===== src/rtl/program_loader_pkg.sv =====
// Shared definitions for the program loader: FSM state encoding and byte width.
// PROG_LOADER_CHECKSUM_EN adds the CHK state used for the trailing checksum byte.
package program_loader_pkg;

  localparam int BYTE_W = 8;

  typedef enum logic [2:0] {
    S_IDLE  = 3'd0,
    S_LO    = 3'd1,
    S_HI    = 3'd2,
    S_WRITE = 3'd3,
`ifdef PROG_LOADER_CHECKSUM_EN
    S_CHK   = 3'd4,
`endif
    S_FIN   = 3'd5
  } state_e;

endpackage


===== src/rtl/program_loader_word_assembler.sv =====
// word_assembler: collects the low byte, then forms the instruction word from the
// high byte. Flags any set bit in the high byte that does not fit the word width.
module word_assembler
  import program_loader_pkg::*;
#(
  parameter int prog_mem_width = 13
) (
  input  logic                      clk,
  input  logic                      rst,
  input  logic                      lo_load_i,
  input  logic                      hi_load_i,
  input  logic [BYTE_W-1:0]         byte_i,
  output logic [prog_mem_width-1:0] word_o,
  output logic                      unused_err_o
);

  localparam int HI_W = prog_mem_width - BYTE_W;
  localparam logic [BYTE_W-1:0] HI_MASK = BYTE_W'((1 << HI_W) - 1);

  logic [BYTE_W-1:0]         lo_q;
  logic [prog_mem_width-1:0] word_q;

  // Low byte latch; only meaningful once the high byte arrives, so no reset.
  always_ff @(posedge clk) begin
    if (lo_load_i) lo_q <= byte_i;
  end

  // Completed word; doubles as the memory write-data register, hence reset to 0.
  always_ff @(posedge clk) begin
    if (rst)            word_q <= '0;
    else if (hi_load_i) word_q <= {byte_i[HI_W-1:0], lo_q};
  end

  assign word_o       = word_q;
  assign unused_err_o = |(byte_i & ~HI_MASK);

endmodule


===== src/rtl/program_loader.sv =====
// program_loader: streams bytes (low byte first) into program memory words and
// holds the CPU in reset (busy) while loading. With PROG_LOADER_CHECKSUM_EN
// defined, a trailing byte is checked against the XOR of all data bytes.
module program_loader
  import program_loader_pkg::*;
#(
  parameter int prog_mem_length = 8,
  parameter int prog_mem_width  = 13
) (
  input  logic                       clk,
  input  logic                       rst,
  input  logic                       start,
  input  logic [prog_mem_length:0]   len,
  input  logic                       in_valid,
  input  logic [BYTE_W-1:0]          in_data,
  output logic                       in_ready,
  output logic                       mem_we,
  output logic [prog_mem_length-1:0] mem_addr,
  output logic [prog_mem_width-1:0]  mem_wdata,
  output logic                       busy,
  output logic                       done,
  output logic                       error
);

  localparam logic [prog_mem_length:0] LEN_MAX = {1'b1, {prog_mem_length{1'b0}}};
  localparam logic [prog_mem_length:0] CNT_ONE = {{prog_mem_length{1'b0}}, 1'b1};

  state_e                       state_q, state_d;
  logic [prog_mem_length:0]     cnt_q, cnt_inc, len_q;
  logic [prog_mem_length-1:0]   mem_addr_q;
  logic                         in_ready_q, mem_we_q, busy_q, done_q, err_q, err_d;
  logic                         xfer, len_ok, last_word, unused_err;
  logic                         lo_load, hi_load;

  assign xfer      = in_valid & in_ready_q;
  assign len_ok    = (len != '0) && (len <= LEN_MAX);
  assign cnt_inc   = cnt_q + CNT_ONE;
  assign last_word = (cnt_inc >= len_q);
  assign lo_load   = xfer && (state_q == S_LO);
  assign hi_load   = xfer && (state_q == S_HI);

`ifdef PROG_LOADER_CHECKSUM_EN
  logic [BYTE_W-1:0] chk_q;

  // Running XOR of data bytes, restarted by every accepted start.
  always_ff @(posedge clk) begin
    if (rst)                                       chk_q <= '0;
    else if (state_q == S_IDLE && start && len_ok) chk_q <= '0;
    else if (lo_load || hi_load)                   chk_q <= chk_q ^ in_data;
  end
`endif

  word_assembler #(
    .prog_mem_width(prog_mem_width)
  ) u_word_assembler (
    .clk          (clk),
    .rst          (rst),
    .lo_load_i    (lo_load),
    .hi_load_i    (hi_load),
    .byte_i       (in_data),
    .word_o       (mem_wdata),
    .unused_err_o (unused_err)
  );

  // Next-state and next-error decode; stalls simply keep the current state.
  always_comb begin
    state_d = state_q;
    err_d   = err_q;
    case (state_q)
      S_IDLE: begin
        if (start) begin
          if (len_ok) begin
            state_d = S_LO;
            err_d   = 1'b0;
          end else begin
            err_d   = 1'b1;
          end
        end
      end
      S_LO:    if (xfer) state_d = S_HI;
      S_HI: begin
        if (xfer) begin
          state_d = S_WRITE;
          if (unused_err) err_d = 1'b1;
        end
      end
      S_WRITE: begin
`ifdef PROG_LOADER_CHECKSUM_EN
        state_d = last_word ? S_CHK : S_LO;
`else
        state_d = last_word ? S_FIN : S_LO;
`endif
      end
`ifdef PROG_LOADER_CHECKSUM_EN
      S_CHK: begin
        if (xfer) begin
          state_d = S_FIN;
          if (in_data != chk_q) err_d = 1'b1;
        end
      end
`endif
      S_FIN:   state_d = S_IDLE;
      default: state_d = S_IDLE;
    endcase
  end

  // State, counter and registered outputs, all derived from the next state.
  always_ff @(posedge clk) begin
    if (rst) begin
      state_q    <= S_IDLE;
      cnt_q      <= '0;
      len_q      <= '0;
      mem_addr_q <= '0;
      in_ready_q <= 1'b0;
      mem_we_q   <= 1'b0;
      busy_q     <= 1'b0;
      done_q     <= 1'b0;
      err_q      <= 1'b0;
    end else begin
      state_q  <= state_d;
      err_q    <= err_d;
      busy_q   <= (state_d != S_IDLE);
      mem_we_q <= (state_d == S_WRITE);
      done_q   <= (state_d == S_FIN) && !err_d;
`ifdef PROG_LOADER_CHECKSUM_EN
      in_ready_q <= (state_d == S_LO) || (state_d == S_HI) || (state_d == S_CHK);
`else
      in_ready_q <= (state_d == S_LO) || (state_d == S_HI);
`endif
      if (state_q == S_IDLE && state_d == S_LO) begin
        cnt_q <= '0;
        len_q <= len;
      end
      if (hi_load)             mem_addr_q <= cnt_q[prog_mem_length-1:0];
      if (state_q == S_WRITE)  cnt_q      <= cnt_inc;
    end
  end

  assign in_ready = in_ready_q;
  assign mem_we   = mem_we_q;
  assign mem_addr = mem_addr_q;
  assign busy     = busy_q;
  assign done     = done_q;
  assign error    = err_q;

endmodule

===== config.mk =====
export PLATFORM = sky130hd
export DESIGN_NAME = program_loader
export DESIGN_NICKNAME = d
export VERILOG_FILES = /design/src/rtl/program_loader_pkg.sv /design/src/rtl/program_loader_word_assembler.sv /design/src/rtl/program_loader.sv
export SDC_FILE = /design/constraint.sdc
export NUM_CORES = 1
export LEC_CHECK = 0
export ABC_AREA = 1
export CORE_ASPECT_RATIO = 0.75
export CORE_UTILIZATION = 42
export CTS_CLUSTER_DIAMETER = 200
export CTS_CLUSTER_SIZE = 30
export DETAILED_ROUTE_END_ITERATION = 8
export PLACE_DENSITY_LB_ADDON = 0.05
export SYNTH_ARGS = -nofsm -noshare
export SYNTH_HDL_FRONTEND = slang
export SYNTH_HIERARCHICAL = 1
export SYNTH_SLANG_ARGS = --single-unit

===== constraint.sdc =====
create_clock -name clk -period 3.8 [get_ports clk]
set_input_delay 0.38 -clock clk [delete_from_list [all_inputs] [get_ports clk]]
set_output_delay 0.38 -clock clk [all_outputs]
set_load 0.01 [all_outputs]

Word level (Yosys, flattened, before mapping):

Cells that the tools add are included.

* bits in registers: 55
* logic and storage cells: 47
* output and inout port bits: 26
* bits of input ports: 21

* eq/ne operators: 7
* multiplexer cells: 13
* add/sub/neg operators: 1
* bitwise logic cells: 1
* order comparisons: 2
* reduce and logical (&&, ||, !) cells: 12

Operator list (number)
* 9-bit two-way mux: 2
* 3-bit two-way mux: 5
* 3-bit by 2-bit == test with 1-bit output, second input constant: 4
* 3-bit one-hot mux with 4 select lines: 1
* 9-bit by 1-bit adder with 9-bit output, second input constant: 1
* 9-bit greater-or-equal comparator: 1
* 9-bit less-or-equal comparator, second input constant: 1
* 9-bit nonzero test: 1
* 3-bit by 1-bit == test with 1-bit output, second input constant: 2
* 1-bit logical AND: 5
* 1-bit two-way mux: 4
* 3-bit == test, second input constant: 1
* 3-bit logical NOT: 1
* 3-bit nonzero test: 1
* 3-bit OR reduction: 1
* 1-bit one-hot mux with 2 select lines: 1
* 2-bit nonzero test: 1
* 1-bit AND: 1
* 1-bit logical NOT: 1
* 1-bit logical OR: 1

Depth between registers and ports, before layout:

Gate-level depths: netlist (run 1).

* depth in word-level cells: 9
* depth in mapped cells: 15
* gate-level depth less buffers: 15

Cells and area by module:

Netlist (run 1), hierarchy kept.

By module, submodules not included
* program_loader: area each 1881.8 um2, instances 1, cells an instance 248, seq. area each 680.7 um2
* word_assembler: area each 800.8 um2, instances 1, cells an instance 94, seq. area each 500.5 um2

Worst setup path after synthesis (run 1):

No wires, ideal clock.

* path type: reg-to-reg
* from: reg cnt_q[0]
* to: reg in_ready_q (netlist: in_ready)
* arrival: 1.832 ns
* data required time: 3.689 ns
* setup time: 0.111 ns
* buffers on the path: 0
* stages on the path, launching flop included: 14
* clock period less this slack: 1.943 ns
* path slack: 1.857 ns
* path through: dfxtp_1 ha_1 nand3_1 inv_1 nand3_1 and2_1 ha_1 nand2_1 nor2_1 nand3b_1 nand4_1 nand2_1 nand2_1 nor2_1

* word-level cells in the longest chain between the ends: 6
* elaborated cells between the ends (all ways): 7
* classes of those cells: add/sub: 1; order compare: 1; eq/ne: 2; mux: 2; reduce/logical: 1

Ends and longest elaborated chain
* start: declaration: line program_loader.sv:29 `logic [prog_mem_length:0] cnt_q, cnt_inc, len_q;`
* start signal: assignment: line program_loader.sv:135 `if (state_q == S_WRITE) cnt_q <= cnt_inc;`
* 9-bit by 1-bit adder with 9-bit output *: line program_loader.sv:37 `assign cnt_inc = cnt_q + CNT_ONE;`
* 9-bit greater-or-equal comparator *: line program_loader.sv:38 `assign last_word = (cnt_inc >= len_q);`
* 3-bit two-way mux *: line program_loader.sv:91 `state_d = last_word ? S_FIN : S_LO;`
* 3-bit one-hot mux with 4 select lines *: line program_loader.sv:69 `case (state_q)`
* 3-bit by 1-bit == test with 1-bit output / 3-bit by 2-bit == test with 1-bit output (equally long branches): line program_loader.sv:128 `in_ready_q <= (state_d == S_LO) || (state_d == S_HI);`
* 1-bit logical OR *: line program_loader.sv:128
* end signal: assignment: line program_loader.sv:128
* end: declaration: line program_loader.sv:31 `logic in_ready_q, mem_we_q, busy_q, done_q, err_q, err_d;`

Every way passes the cells marked *; elsewhere a longest branch is shown, timed or not.
A chain may end at the register's enable or synchronous reset.

Worst setup path after layout (run 1):

* from: reg cnt_q[0]
* to: reg done_q (netlist: done)

* word-level cells in the longest chain between the ends: 6

Ends and longest elaborated chain
* 9-bit by 1-bit adder with 9-bit output: line program_loader.sv:37
* 9-bit greater-or-equal comparator: line program_loader.sv:38
* 3-bit two-way mux: line program_loader.sv:91
* 3-bit one-hot mux with 4 select lines: line program_loader.sv:69
* 3-bit == test: line program_loader.sv:124 `done_q <= (state_d == S_FIN) && !err_d;`
* 1-bit logical AND: line program_loader.sv:124
* end signal: assignment: line program_loader.sv:124
* end: declaration: line program_loader.sv:31

Every way passes these cells.

==> results of run 1 <==
==> logic make-up after synthesis <==
| group | Yosys count | synth area share |
|---|---|---|
| AO/OA/AOI/OAI | 41 | 0.1077 |
| XOR/XNOR | 3 | 0.009797 |
| adder cells (fa/ha/maj) | 10 | 0.04664 |
| buffers and inverters | 64 | 0.1105 |
| flip-flops | 55 | 0.4403 |
| AND/OR/NAND/NOR | 169 | 0.2850 |
==> how the worst max path moves through the flow <==
stage / slack [ps] / to / from
CTS: 1620 / done / cnt_q[0]
global route: 1420 / done / cnt_q[0]
floorplan: 1860 / in_ready / cnt_q[0]
finish: 1590 / done / cnt_q[0]
detailed placement: 1650 / done / cnt_q[0]
global placement: 1710 / u_word_assembler/word_o[7] / rst
==> placed cells by master, fill, tap and decap left out, drive strengths merged, types with 2 or more instances in the layout <==
cell,netlist,routed
nand2,84,84
inv,52,52
nor2,49,49
dfxtp,47,47
clkdlybuf4s50,0,46
a21oi,29,29
nand3,27,27
ha,10,10
o21ai,9,9
edfxtp,8,8
clkbuf,1,6
nor3,4,4
xor2,3,3
and2,2,2
==> cell type report <==
type / count / area, um^2
clock buffer: 6 / 82.58
clock inverter: 2 / 16.27
fill: 605 / 2730
inverter: 52 / 195.2
multi-input combinational: 223 / 1205
sequential: 55 / 1181
tap: 78 / 97.59
timing repair buffer: 47 / 467.9
==> flip-flops by register name, summed over array words and instances (netlist names) <==
signal,cells
state_q,3
u_word_assembler/word_o,13
len_q,9
error,1
u_word_assembler/lo_q,8
busy,1
in_ready,1
mem_we,1
done,1
cnt_q,9
mem_addr,8
==> worst max-delay path, stage by stage, from the launching register on <==
cell      delay (ps)
dfxtp_1          450
ha_1             220
nand3_1          140
inv_1            100
nand3_1           70
and2_1           190
ha_1             320
nand2_1           80
nor2_1           150
nand3b_1          90
nand4_1          120
nand3_1          110
nor2_1           120
==> power by group through the flow <==
| stage | Clock [mW] | Sequential, mW | Combinational, mW |
|---|---|---|---|
| after floorplan | 0 | 0.618 | 0.0646 |
| after global placement | 0 | 0.617 | 0.104 |
| after detailed placement | 0 | 0.618 | 0.104 |
| after CTS | 0.356 | 0.604 | 0.105 |
| after global routing | 0.377 | 0.606 | 0.117 |
| final | 0.344 | 0.604 | 0.104 |
==> stage by stage <==
step,hold slack (ps),std cells,worst slack (ps),utilization,instance area [um^2]
2_1_floorplan,442.6,342,1857,-,2683
3_3_place_gp,456.9,455,1714,0.5266,3147
3_5_place_dp,458.6,455,1645,0.5266,3147
4_1_cts,473.9,463,1619,0.5431,3246
5_1_grt,490.7,463,1416,0.5431,3246
6_report,472.4,463,1594,0.5431,3246
==> routing by layer <==
layer  track usage  part of all wire  vias up
met5             0                 0        -
met4       0.04615            0.0082        0
met3       0.03185             0.038        5
met2        0.2585              0.41       42
met1        0.2549              0.54      944
li1              -                 -     1153
==> metrics.md, run 1 <==
| Metric | Value |
|---|---|
| EDFF count, synth | `8` |
| Antenna violations before repair | `0` |
| Clock latency on the worst-skew pair | `roughly 310 ps` |
| Hold EP | `mem_addr[1]` |
| Clock tree buffer depth | `2` |
| Via count | `around 2,100` |
| CP Launch Type | `flip-flop` |
| Final Skew | `8.119 ps` |
| Ys async rst share | `0` |
| P&R area growth vs syn | `20.99%` |
| DRT Pass-1 Iters | `4` |
| Worst VDD drop | `0.0001350 V` |
| Total Routed Length | `5371 um` |
| RSZ-0062 raised after global routing | `false` |
| Synth cell types | `33` |
| CTS tree | `built` |
| Final Critical Period | `around 2200 ps` |
| I/O Buffers | `46` |
| Initial Util | `0.4489` |
| Pwr dens | `between 300 and 400 mW/mm^2` |
| Pin count of the biggest net entering global routing | `40` |
| Relative slew slack | `0.4858` |
| Layout cells sized above 1 | `0.1325` |
| Dominant synthesized flop cell | `dfxtp_1` |
| Gpl congestion | `0.8549` |
| DR WL/cell | `11.60 um` |
| Synth cell count leaders | `81 x nand2_1, 47 x dfxtp_1, 47 x nor2_1` |
| Gr usage total | `0.1726` |
| First-pass GRT wire length | `9039 um` |
| Outcome | `complete, no violations` |
| Post-CTS Setup Bufs | `0` |
| WS Path Type | `reg -> reg` |
| Worst hold path type | `reg -> reg` |
| Ys Warns | `6` |
| Diode count | `0` |
| Critical path endpoint category | `flip-flop` |
| Vias in the first global route | `1,936` |
| H-tree depth | `2` |
| Seq pwr share | `0.574` |
| Reg2reg end | `done` |
| Synth Net Count | `373` |
| First DRT Iteration DRCs | `a little under 70` |
| DRT antenna net count | `0` |
| Max Clk Rate | `0.4533 GHz` |
| Synth Area per Inst | `7.844 um^2` |
| CP required | `4050 ps` |
| Most common cell in the netlist | `nand2_1` |
| CORE AREA | `0.005976 mm^2` |
| Final hold violation count | `0` |
| Post-synth top area share | `0.3507` |
| Reg clk slew, reported paths | `about 100 ps` |
| Endpoints failing setup | `0` |
| Post-cts resize count | `0` |
| Dpl hpwl | `3991 um` |
| Area leader, netlist | `dfxtp_1` |
| Worst Reg-to-Reg Cells | `12` |
| Hold_sp | `mem_addr[1]` |
| Num CTS Buffers | `5` |
| Reg2reg setup slack | `1590 ps` |
| Slew Viols, Final | `0` |
| Cells after Synth | `342` |
| Cell Rows | `24` |
| Total gr overflow | `0` |
| Max-Cap Viols | `0` |
| Leak pwr | `about 1.4 nW` |
| Int Pwr | `0.7949 mW` |
| Net Switching | `between 0.2 and 0.3 mW` |
| Mean number of vias per cell | `4.631` |
| CTS Sinks | `55` |
| Largest cells by area after synthesis | `dfxtp_1 35%, nand2_1 11%, edfxtp_1 9.0%, nor2_1 6.6%, inv_1 6.4%` |
| CP Max Fanout | `6` |
| Root Buffer | `clkbuf_8` |
| Cell Area, Synth | `0.002683 mm^2` |
| Die area | `approximately 0.0067 mm^2` |
| RR Startpoint | `cnt_q[0]` |
| I/O pin total | `47` |
| Sw frac | `0.2446` |
| Aggregate negative setup slack | `0 ps` |
| Vert. Die Dim | `approximately 71 um` |
| DRC | `0` |
| Data arrival time of the worst path | `between 2000 and 2500 ps` |
| Seq cells post-synth | `55` |
| Sequential fraction of the synthesis area | `0.4403` |
| Nets | `415` |
| Hold-fix buffers at CTS | `0` |
| Clk network pwr share | `0.327` |
| Worst Max-Slew Pin Slew | `approximately 770 ps` |
| Final Power | `1.052 mW` |
| WHS Path Cells | `2` |
| Combinational share of power | `0.099` |
| Final period util | `0.5806` |
| Die X | `94.28 um` |
Note: power is estimated with default switching activity, not from simulation.
==> run 2, diff against run 1 <==
Clock period 3.8 ns to 2.2 ns, I/O delays scaled along.
==> run 2 against run 1 <==
- sequential power grew 72%
- clock power grew 97%
- first-iteration DRC count shrank 19%
- clock skew shrank 1.8 ps
- fmax grew 8.9%
- power grew 81%
- critical path depth is the same
- global-route usage grew 0.29 points
- register-to-register slack lost 1400 ps
- combinational power grew 75%
- highest routed layer unchanged
==> metrics.md, run 2 (same netlist as run 1, synthesis figures left out) <==
| Metric | Value |
|---|---|
| Pin count of the biggest net entering global routing | `27` |
| Hold-fix buffers at CTS | `0` |
| CP Max Fanout | `4` |
| Commonest non-fill, non-tap cell in the layout | `nand2_1` |
| Hold_sp | `len_q[0]` |
| DRT antenna net count | `0` |
| Worst Max-Slew Pin Slew | `419.7 ps` |
| Endpoints failing setup | `0` |
| Total gr overflow | `0` |
| Dpl hpwl | `4067 um` |
| Worst VDD drop | `roughly 0.00046 V` |
| Most frequent cells in the layout | `81 x nand2_1, 46 x inv_1, 46 x clkdlybuf4s50_1` |
| CORE AREA | `around 0.006 mm^2` |
| Vert. Die Dim | `71.21 um` |
| Antenna violations before repair | `0` |
| Fin cells | `468` |
| Clock latency on the worst-skew pair | `310 ps` |
| Gpl congestion | `0.7810` |
| Dpl cells | `460` |
| I/O Buffers | `46` |
| DRC | `0` |
| Die area | `0.006714 mm^2` |
| Critical path endpoint category | `flip-flop` |
| Util after Layout | `0.5578` |
| Reg2reg end | `done` |
| Vias in the first global route | `1,935` |
| Die X | `94.28 um` |
| Layout cells sized above 1 | `0.1692` |
| Max Clk Rate | `0.4938 GHz` |
| Reg2reg setup slack | `about 170 ps` |
| P&R area growth vs syn | `24.25%` |
| Reg clk slew, reported paths | `about 100 ps` |
| Gr usage total | `0.1755` |
| WS Path Type | `reg -> reg` |
| DR WL/cell | `11.67 um` |
| Slew Viols, Final | `0` |
| CTS tree | `built` |
| Data arrival time of the worst path | `2270 ps` |
| RR Startpoint | `cnt_q[1]` |
| Aggregate negative setup slack | `0 ps` |
| Max-Cap Viols | `0` |
| Final Critical Period | `2025 ps` |
| Root Buffer | `clkbuf_8` |
| Area post-placement | `0.003197 mm^2` |
| Nets | `420` |
| DRT Pass-1 Iters | `4` |
| Hold EP | `len_q[0]` |
| Design Area, Final | `0.003333 mm^2` |
| First DRT Iteration DRCs | `55` |
| I/O pin total | `47` |
| Mean number of vias per cell | `4.568` |
| Worst Reg-to-Reg Cells | `12` |
| Outcome | `complete, no violations` |
| First-pass GRT wire length | `between 9000 and 10,000 um` |
| CP Launch Type | `flip-flop` |
| Leak pwr | `1.398 nW` |
| Max reg flops | `13` |
| WHS Path Cells | `2` |
| Final Skew | `6.311 ps` |
| CTS Sinks | `55` |
| H-tree depth | `2` |
| Total Routed Length | `5463 um` |
| Diode count | `0` |
| Final hold violation count | `0` |
| Num CTS Buffers | `5` |
| Cell Rows | `24` |
| Relative slew slack | `0.7199` |
| Filler cells | `582` |
| Final Power | `1.902 mW` |
| CP required | `2450 ps` |
| Pwr dens | `roughly 570 mW/mm^2` |
| Via count | `2,138` |
| Worst hold path type | `reg -> reg` |
| Initial Util | `0.4489` |
| Clock tree buffer depth | `2` |
| Final period util | `0.9205` |
## run 2: worst max-delay path by stage
| stage | startpoint | end | slack (ps) |
|---|---|---|---|
| after floorplan | cnt_q[0] | in_ready | 260 |
| after global placement | cnt_q[1] | in_ready | 190 |
| after detailed placement | cnt_q[1] | done | 120 |
| after CTS | cnt_q[1] | done | 80 |
| after global routing | cnt_q[6] | done | -0.0007 |
| final | cnt_q[1] | done | 170 |
## run 2: where the power goes
| part | switching (mW) | internal [mW] | total [mW] |
|---|---|---|---|
| Clock | 0.338 | 0.340 | 0.677 |
| Sequential | 0.00756 | 1.03 | 1.04 |
| Combinational | 0.101 | 0.0816 | 0.182 |
## run 2: area by class of cell
cell class	instances	area (um^2)	area share
Clock inverter	3	43.79	0.01314
Inverter	52	195.2	0.05856
Multi-Input combinational cell	223	1222	0.3667
Tap cell	78	97.59	0.02928
Timing Repair Buffer	52	518.0	0.1554
Sequential cell	55	1187	0.3562
Clock buffer	5	68.82	0.02065
## run 2: layer usage
layer / vias to the layer above / routed length [um] / global-route usage
li1: 1155 / - / -
met1: 938 / 2970 / 0.2590
met2: 43 / 2237 / 0.2609
met3: 2 / 229 / 0.03822
met4: 0 / 25 / 0.04103
met5: - / 0 / 0
## run 2: metrics by stage
step | setup WS (ps) | hold WS [ps]
final | 174.8 | 473.0
after global routing | -0.0006661 | 484.1
after CTS | 83.49 | 477.4
after detailed placement | 123.4 | 460.1
after global placement | 191.0 | 454.7
after floorplan | 257.3 | 318.9
## run 2: repair_timing
| action | CTS | global route |
|---|---|---|
| endpoints found under the setup margin | 0 | 3 |
| setup buffers | 0 | 0 |
| hold endpoints to repair | 0 | 0 |
| resized for setup | 0 | 10 |
## run 2: critical path: stages, from the launching register on
cell and delay, ps:
dfxtp_2 380, ha_2 200, nand3_2 110, inv_1 90, nand3_1 70, and2_1 180, ha_1 310, nand2_1 90
nor2_2 130, nand3b_1 80, nand4_1 120, nand3_1 100, nor2_1 120
==> run 3, diff against run 2 <==
Settings changed: CORE_UTILIZATION 42 to 45.
==> run 3 against run 2 <==
- via count up 1.9%
- die area is 6.5% lower
- worst hold slack better by 0.71 ps
- global-route usage is 0.61 points lower
- worst setup slack worse by 6.5 ps
- critical path type unchanged
- highest routed layer unchanged
==> metrics.md, run 3 (same netlist as run 1, synthesis figures left out) <==
| Metric | Value |
|---|---|
| DR WL/cell | `11.22 um` |
| Util after Layout | `0.6033` |
| Vert. Die Dim | `68.87 um` |
| Worst VDD drop | `0.0003242 V` |
| Area post-placement | `0.003193 mm^2` |
| Layout cells sized above 1 | `0.1615` |
| Die X | `just over 90 um` |
| Design Area, Final | `0.003333 mm^2` |
| Max-Cap Viols | `0` |
| Clock tree buffer depth | `2` |
| Wire length on met1 | `2846 um` |
| Pin count of the biggest net entering global routing | `40` |
| CP Max Fanout | `4` |
| Uppermost layer routed | `met4` |
| Final hold violation count | `0` |
| Root Buffer | `clkbuf_8` |
| Initial Util | `0.4855` |
| Hold-fix buffers at CTS | `0` |
| WHS Path Cells | `2` |
| Total gr overflow | `0` |
| Diode count | `0` |
| H-tree depth | `2` |
| Critical path endpoint category | `flip-flop` |
| Mean number of vias per cell | `4.686` |
| First DRT Iteration DRCs | `83` |
| Most frequent cells in the layout | `81 x nand2_1, 46 x inv_1, 46 x nor2_1, 46 x clkdlybuf4s50_1, 44 x dfxtp_1` |
| Num CTS Buffers | `5` |
| CTS tree | `built` |
| Max Clk Rate | `0.4922 GHz` |
| Antenna violations before repair | `0` |
| WS Path Type | `reg -> reg` |
| CP most frequent cell | `nand3_1` |
| Final Critical Period | `2032 ps` |
| Slew Viols, Final | `0` |
| Outcome | `complete, no violations` |
| Final Power | `1.936 mW` |
| Worst Max-Slew Pin Slew | `about 430 ps` |
| Pwr dens | `581.0 mW/mm^2` |
| Commonest non-fill, non-tap cell in the layout | `nand2_1` |
| DRT antenna net count | `0` |
| CP Cell Sequence | `ha_2 > nand3_2 > inv_1 > nand3_1 > and2_1 > ha_1 > nand2_1 > nor2_2 > nand3b_1 > nand4_1 > nand3_1 > nor2_1` |
| Vias in the first global route | `roughly 1,800` |
| Met3 WL post-DR | `221 um` |
| Gpl congestion | `0.7932` |
| CORE AREA | `0.005525 mm^2` |
| Nets | `420` |
| Die area | `about 0.0063 mm^2` |
| Dpl hpwl | `around 3800 um` |
| First-pass GRT wire length | `around 8200 um` |
| Leak pwr | `1.401 nW` |
| I/O pin total | `47` |
| Total Routed Length | `5216 um` |
| Largest stage delay, worst path | `380 ps` |
| Met2 WL post-DR | `2100 um` |
| Final Skew | `10.56 ps` |
| CP max stage cell | `dfxtp_2` |
| Cell Rows | `23` |
| Relative slew slack | `0.7129` |
| DRC | `0` |
| Via count | `2,179` |
| Worst Reg-to-Reg Cells | `12` |
| DRT Pass-1 Iters | `4` |
| Worst hold path type | `reg -> reg` |
| Clock latency on the worst-skew pair | `310 ps` |
| Data arrival time of the worst path | `2280 ps` |
| CP Launch Type | `flip-flop` |
| Pre-CTS setup slack | `~120 ps` |
| I/O Buffers | `46` |
| Endpoints failing setup | `0` |
| Gr usage total | `0.1694` |
| Reg clk slew, reported paths | `100 ps` |
| Max reg flops | `13` |
| P&R area growth vs syn | `24.25%` |
| CP required | `2450 ps` |
| Final Worst Setup Slack | `168.3 ps` |
| CTS Sinks | `55` |
| Final period util | `0.9235` |
-- run 3: stage by stage --
step | hold WS (ps) | setup TNS, ps | instances
after detailed placement | 458.7 | 0 | 457
after global placement | 456.3 | 0 | 457
final | 473.7 | 0 | 465
after floorplan | 318.9 | 0 | 342
after global routing | 488.8 | -2.094 | 465
after CTS | 474.5 | 0 | 465
-- run 3: path summary, 6_finish.rpt --
| check | startpoint | to | slack [ps] |
|---|---|---|---|
| setup / recovery | cnt_q[1] | done | 170 |
| hold / removal | mem_addr[2] | mem_addr[2] | 470 |
| setup reg to reg | cnt_q[1] | done | 170 |
| hold reg to reg | mem_addr[2] | mem_addr[2] | 470 |
-- run 3: metal layers --
layer / up-vias / track usage
li1: 1160 / -
met1: 969 / 0.2476
met2: 45 / 0.2481
met3: 5 / 0.03728
met4: 0 / 0.05357
met5: - / 0
-- run 3: layout make-up --
cell class              count  area [um^2]
well taps                  75        93.84
multi-input cells         223         1220
clock buffers               6        82.58
clock inverters             2        38.79
repair buffers             52        518.0
inverters                  52        195.2
flip-flops and latches     55         1185
fillers                   527         2192
-- run 3: critical path, delay by kind of cell (launching register included) --
kind / cells / cell delay [ps]
DFF: 1 / 380
adders and majority gates: 2 / 520
and+or+nand+nor: 9 / 970
buffers and inverters: 1 / 100
-- run 3: repair_timing --
action,4_1_cts,5_1_grt
endpoints found under the hold margin,0,0
setup endpoints to repair,0,3
buffers inserted,0,0
gates resized for setup,0,7
-- run 3: power by group --
group / leakage (nW) / switching [mW] / internal, mW
logic: 0.885 / 0.0998 / 0.0826
clock network: 0.0618 / 0.336 / 0.375
registers: 0.454 / 0.00825 / 1.03
total: 1.40 / 0.444 / 1.49
